`src/rtl/forwarding_scoreboard.sv`:
```
`default_nettype none
// ---------------------------------------------------------------------------
// forwarding_scoreboard : ID-stage forward-select and load-use stall unit
// Rev 1.0
// ---------------------------------------------------------------------------
module forwarding_scoreboard #(
   parameter int NUM_SRC   = 2,
   parameter int FWD_DEPTH = 2,
   parameter int LOAD_LAT  = 2,
   parameter int SEL_W     = $clog2(FWD_DEPTH + 1),
   parameter int CNT_W     = 16
) (
   input  logic                       clk,
   input  logic                       reset_n,
   input  logic                       id_valid,
   input  logic [NUM_SRC*5-1:0]       id_rs,
   input  logic [4:0]                 id_rd,
   input  logic                       id_reg_write,
   input  logic                       id_is_load,
   input  logic                       flush,
   input  logic                       hold,
   output logic [NUM_SRC*SEL_W-1:0]   fwd_sel,
   output logic                       stall,
   output logic [CNT_W-1:0]           stall_count
);

   // Index 0 of every tracker vector is stage 1 (EX).
   logic [FWD_DEPTH-1:0]      valid_q, valid_d;
   logic [FWD_DEPTH-1:0]      wr_q,    wr_d;
   logic [FWD_DEPTH-1:0]      ld_q,    ld_d;
   logic [FWD_DEPTH-1:0][4:0] rd_q,    rd_d;
   logic [CNT_W-1:0]          stall_count_q, stall_count_d;

   logic [NUM_SRC-1:0]        hazard;
   logic                      issue;

   // Oldest stage is scanned first so the youngest match overwrites it.
   always_comb begin
      fwd_sel = '0;
      hazard  = '0;
      for (int s = 0; s < NUM_SRC; s++) begin
         for (int k = FWD_DEPTH - 1; k >= 0; k--) begin
            if (valid_q[k] && wr_q[k] && (rd_q[k] != 5'd0) &&
                (rd_q[k] == id_rs[5*s +: 5])) begin
               fwd_sel[s*SEL_W +: SEL_W] = SEL_W'(k + 1);
               hazard[s]                 = ld_q[k] && ((k + 1) < LOAD_LAT);
            end
         end
      end
   end

   assign stall       = id_valid && (|hazard) && !flush;
   assign issue       = id_valid && !stall && !flush;
   assign stall_count = stall_count_q;

   always_comb begin
      valid_d       = valid_q;
      wr_d          = wr_q;
      ld_d          = ld_q;
      rd_d          = rd_q;
      stall_count_d = stall_count_q;
      if (!hold) begin
         for (int k = FWD_DEPTH - 1; k > 0; k--) begin
            valid_d[k] = valid_q[k-1];
            wr_d[k]    = wr_q[k-1];
            ld_d[k]    = ld_q[k-1];
            rd_d[k]    = rd_q[k-1];
         end
         valid_d[0] = issue;
         wr_d[0]    = issue && id_reg_write;
         ld_d[0]    = issue && id_is_load;
         rd_d[0]    = issue ? id_rd : 5'd0;
         if (stall && (stall_count_q != {CNT_W{1'b1}})) begin
            stall_count_d = stall_count_q + CNT_W'(1);
         end
      end
   end

   always_ff @(posedge clk) begin
      if (!reset_n) begin
         valid_q       <= '0;
         wr_q          <= '0;
         ld_q          <= '0;
         rd_q          <= '0;
         stall_count_q <= '0;
      end else begin
         valid_q       <= valid_d;
         wr_q          <= wr_d;
         ld_q          <= ld_d;
         rd_q          <= rd_d;
         stall_count_q <= stall_count_d;
      end
   end

endmodule
`default_nettype wire

```
`config.mk`:
```
export PLATFORM = sky130hd
export DESIGN_NAME = forwarding_scoreboard
export DESIGN_NICKNAME = d
export VERILOG_FILES = /design/src/rtl/forwarding_scoreboard.sv
export SDC_FILE = /design/constraint.sdc
export NUM_CORES = 1
export LEC_CHECK = 0
export ABC_AREA = 1
export CORE_MARGIN = 3
export CORE_UTILIZATION = 45
export CTS_CLUSTER_SIZE = 30
export DETAILED_ROUTE_END_ITERATION = 6
export DONT_BUFFER_PORTS = 1
export HOLD_SLACK_MARGIN = 0.03
export PLACE_DENSITY = 0.57
export SYNTH_ARGS = -nofsm -noshare
export SYNTH_HDL_FRONTEND = slang
export SYNTH_SLANG_ARGS = --single-unit
```
`constraint.sdc`:
```
create_clock -name clk -period 1.95 [get_ports clk]
set_clock_uncertainty 0.1 [all_clocks]
set_input_delay 0 -clock clk [delete_from_list [all_inputs] [get_ports clk]]
set_output_delay 0 -clock clk [all_outputs]
set_load 0.02 [all_outputs]
```
Word level (Yosys, flattened, before mapping)
Index checks and enable logic that the tools add are counted.
{"block": "op_classes", "addsub": 1, "eq_ne": 5, "n_mux": 7, "n_bitwise": 1, "n_reduce_logical": 21}
{"operator": "$eq 5x5->1", "count": 4}
{"operator": "$add 16x1->16 const B", "count": 1}
{"operator": "$ne 16x16->1 const B", "count": 1}
{"operator": "$logic_and 1x1->1", "count": 15}
{"operator": "$reduce_bool 5->1", "count": 2}
{"operator": "$mux 2", "count": 4}
{"operator": "$mux 5", "count": 1}
{"operator": "$logic_not 1->1", "count": 2}
{"operator": "$mux 1", "count": 2}
{"operator": "$reduce_and 2->1", "count": 1}
{"operator": "$reduce_or 2->1", "count": 1}
{"operator": "$not 1->1", "count": 1}
{"block": "word_totals", "regBits": 31, "input_bits": 22, "word_cells": 41}

Depth between registers and ports, before layout
{"block": "depth", "depth_word": 11, "mapped_depth": 13, "ltp_nobuf": 13}

Worst setup path before layout
Ideal clock, no wire load.
{"block": "synth_timing", "path_type": "register to register", "startpoint": "reg stall_count_q[0] (netlist: stall_count[0])", "endpoint": "reg stall_count_q[4] (netlist: stall_count[4])", "setup_time_ns": 0.114, "t_arrival_ns": 1.572, "required_time_ns": 1.736, "setup_slack_ns": 0.164, "stages_incl_launch_ff": 12, "path_cell_list": "dfxtp_1 > ha_1 > nand2_1 > nor2_2 > nand4_1 > nand2_2 > inv_2 > buf_6 > nand4_2 > nand2_1 > nand2_1 > nor2_2"}
{"block": "synth_between", "elab_chain_len": 3, "elab_cells_between_ends": 4, "cone_classes": "add/sub (1); eq/ne (1); reduce/logical (2)"}
{"element": "start, declared", "line": "32", "text": "logic [CNT_W-1:0] stall_count_q, stall_count_d;"}
{"element": "start signal, assigned", "line": "91", "text": "stall_count_q <= stall_count_d;"}
{"element": "branches (longest 3 deep; another with $add 16x1->16)"}
Several ways; the timed one is not identified.
A chain may end at the register's enable or synchronous reset.

Worst setup path in the final report
{"block": "layout_timing", "startpoint": "reg rd_q[0] (netlist name)", "endpoint": "out stall"}
{"block": "layout_between", "elab_chain_len": 7, "elab_cells_between_ends": 11, "cone_classes": "eq/ne (2); mux (2); reduce/logical (7)"}
{"element": "start, declared", "line": "31", "text": "logic [FWD_DEPTH-1:0][4:0] rd_q, rd_d;"}
{"element": "start signal, assigned", "line": "90", "text": "rd_q <= rd_d;"}
{"element": "$reduce_bool 5->1", "line": "43", "text": "if (valid_q[k] && wr_q[k] && (rd_q[k] != 5'd0) &&"}
{"element": "$logic_and 1x1->1 (2 in a row)", "line": "43"}
{"element": "$mux 1", "line": "43"}
{"element": "$reduce_or 2->1 (*)", "line": "52", "text": "assign stall = id_valid && (|hazard) && !flush;"}
{"element": "$logic_and 1x1->1 (*) (2 in a row)", "line": "52"}
{"element": "end, declared", "line": "23", "text": "output logic stall,"}
Mark *: on every way between the ends. The rest lies on a longest branch, timed or not.

==> flow_summary.ini <==
[outcome]
status = finished clean

[worst_setup_path]
crit_top_cell = nand2_4
timing.rr.start = stall_count[0]
critPathArrivalTime_ns = 1.70
r2r_cells = 9
critPathBufInv = 1
path_max_fanout = 15
worstSetupEndpointType = primary output
crit_type = register to primary output
r2r_end = stall_count[5]
slowest_stage = dfxtp_1
crit_required_ns = 1.85
cp-start-kind = register
path_cells = xnor2_1 > nand2_1 > nor2_1 > nand3_2 > nand2_4 > nand2_4 > inv_1
ff2ff_setup_slack_ns = 0.21
cpPeakStageDelay_ns = 0.44
path_delay_family = simple AND/OR/NAND/NOR gates

[hold_path]
hold_start = reset_n
hp-class = input port to register
whs_path_depth = 2
hold_path_end = valid_q[0]

[layout]
multi_input_area_um2 = 1060
mostFrequentLayoutCells = 48 x nand2_1, 46 x nor2_1, 41 x inv_1, 31 x dfxtp_1, 17 x buf_4
nNetsFinal = 325
drive_gt1_frac = 0.172
fill_cells = 426
regArea_um2 = 621
fin_area_um2 = 2270
diodes = 0
syn2layout_area_growth_pct = 19.1
finalNonFillerCells = 353
layout_commonest_cell = nand2_1
finish.utilization = 0.563

[cts]
postCtsSetupBuffers = 0
cts_sinks = 31
clockBufferDepth = 2
cts_max_level = 2
holdBufCountCts = 11
clkLatencyLatePin_ns = 0.29
cts_buffers = 5
cts.repair.resized = 0
cts_root_buf = clkbuf_8
cts_tree = built
clk_pin_slew_ns = 0.07

[floorplan]
start_util = 0.473
ios = 43
die_h_um = 71.1
die_area_um2 = 5050
fp.coreArea_um2 = 4030
num_rows = 23
die_w_um = 71.1

[synth]
synth.distinct_cells = 27
synth_area_um2 = 1910
ys_seq_area_frac = 0.326
synthesis.nets = 296
async_reset_ff_frac = 0
synth.ff_latch_count = 31
syn_avg_cell_area_um2 = 6.98
ys_warn_count = 0
synth_top_cell_by_area = dfxtp_1
syn_inst = 273
synth.area.top_cells = dfxtp_1 33%, nand2_1 9.5%, nor2_1 9.1%
synth_edf_count = 0
synth_top_area_share = 0.326
synth_ff_type = dfxtp_1

[routing]
vias_per_cell = 4.89
drc = 0
wl_per_cell_um = 12.2
drt_iter0_markers = 101
vias = 1725
first_pass_iters = 4
drt-total-wl_um = 4310
drtAntennaViolNets = 0

[pwr]
p_seq_frac = 0.458
p_sw_frac = 0.228
switchingPower_uw = 328
p_comb_frac = 0.079
p_int_mw = 1.11
leakage_nw = 1.04
clock_power_share = 0.463
vdd_drop_max_v = 0.000320
powerDensity_nw_per_um2 = 635

[global_route]
grt_pass1_wl_um = 7420
grt_max_degree = 18
grt_overflow_total = 0
gr-usage-met1 = 0.257
met2_usage = 0.269
antenna_found_initial = 0
busiest_layer = met2
met3_usage = 0.0540
grt_pass1_vias = 1599
grt_use_total = 0.184

[placed_design]
dp.cells = 334
place_area_um2 = 2040
gp_congestion = 0.756
port_buffers = 0
hpwl_um = 3150

[sta]
rsz0062_at_grt = false
worst_slew_pin_slew_ns = 0.548
fin_crit_sh = 0.925
setup_viol = 0
hold_viol = 0
slew_headroom = 0.633
min_period_ns = 1.80
finalSetupTns_ns = 0
max_freq_mhz = 555
drv_slew = 0

[job]
cap_violations = 0
-- worst max path at each step --
| stage | slack, ns | cells after the start | to | from |
|---|---|---|---|---|
| floorplan | 0.16 | 11 | stall_count[4] | stall_count[0] |
| global placement | 0.23 | 10 | stall_count[1] | rd_q[0] |
| detailed placement | 0.22 | 9 | stall_count[12] | stall_count[0] |
| CTS | 0.12 | 7 | stall | rd_q[0] |
| global route | 0.02 | 7 | stall | rd_q[0] |
| finish | 0.15 | 7 | stall | rd_q[0] |
-- per-layer routing --
metal | routed length (um) | vias to the layer above
li1 | - | 917
met1 | 2160 | 757
met2 | 1790 | 43
met3 | 276 | 8
met4 | 78 | 0
met5 | 0 | -
-- state kept, by name (all words and copies together), names as in the netlist --
name	flops
rd_q	10
stall_count	16
ld_q	1
wr_q	2
valid_q	2
-- area by class of cell --
| cell class | count | area share |
|---|---|---|
| well taps | 50 | 0.0276 |
| clock inverters | 2 | 0.0154 |
| flip-flops and latches | 31 | 0.273 |
| clock buffers | 6 | 0.0364 |
| repair buffers | 28 | 0.105 |
| multi-input cells | 190 | 0.466 |
| inverters | 46 | 0.0766 |
-- per-stage QoR --
| stage | hold WS, ns | setup slack (ns) | total power [mW] |
|---|---|---|---|
| finish | 0.0660 | 0.147 | 1.44 |
| global route | 0.110 | 0.0247 | 1.50 |
| CTS | 0.0608 | 0.123 | 1.45 |
| detailed placement | 0.0265 | 0.219 | 0.762 |
| global placement | 0.0269 | 0.235 | 0.761 |
| floorplan | 0.0357 | 0.164 | 0.754 |
-- kinds of logic (layout without fill, tap and decap cells) --
| kind of cell | after synthesis | count (layout) | share of synthesized area |
|---|---|---|---|
| and+or+nand+nor | 143 | 143 | 0.378 |
| buffers and inverters | 52 | 82 | 0.119 |
| DFF | 31 | 31 | 0.326 |
| AOI/OAI and AO/OA | 27 | 27 | 0.0827 |
| xor gates and xnor gates | 19 | 19 | 0.0873 |
| adders and majority gates | 1 | 1 | 0.00656 |
-- synth_stat cells (4+ instances only) --
| cell type | number |
|---|---|
| nand4_1 | 8 |
| xor2_1 | 12 |
| inv_2 | 4 |
| dfxtp_1 | 31 |
| nor3_1 | 7 |
| o21ai_0 | 7 |
| xnor2_1 | 7 |
| nand2_1 | 48 |
| nand3_1 | 12 |
| o21bai_1 | 9 |
| nor2_2 | 6 |
| inv_1 | 41 |
| a21oi_1 | 10 |
| nand4_2 | 9 |
| nor2_1 | 46 |
-- power by group through the flow --
stage	clock network (mW)	registers, mW	logic (mW)
after detailed placement	0	0.674	0.0879
after CTS	0.678	0.660	0.114
after global placement	0	0.673	0.0871
after global routing	0.707	0.661	0.128
after floorplan	0	0.670	0.0839
final	0.667	0.660	0.114
Note: power is estimated with default switching activity, not from simulation.
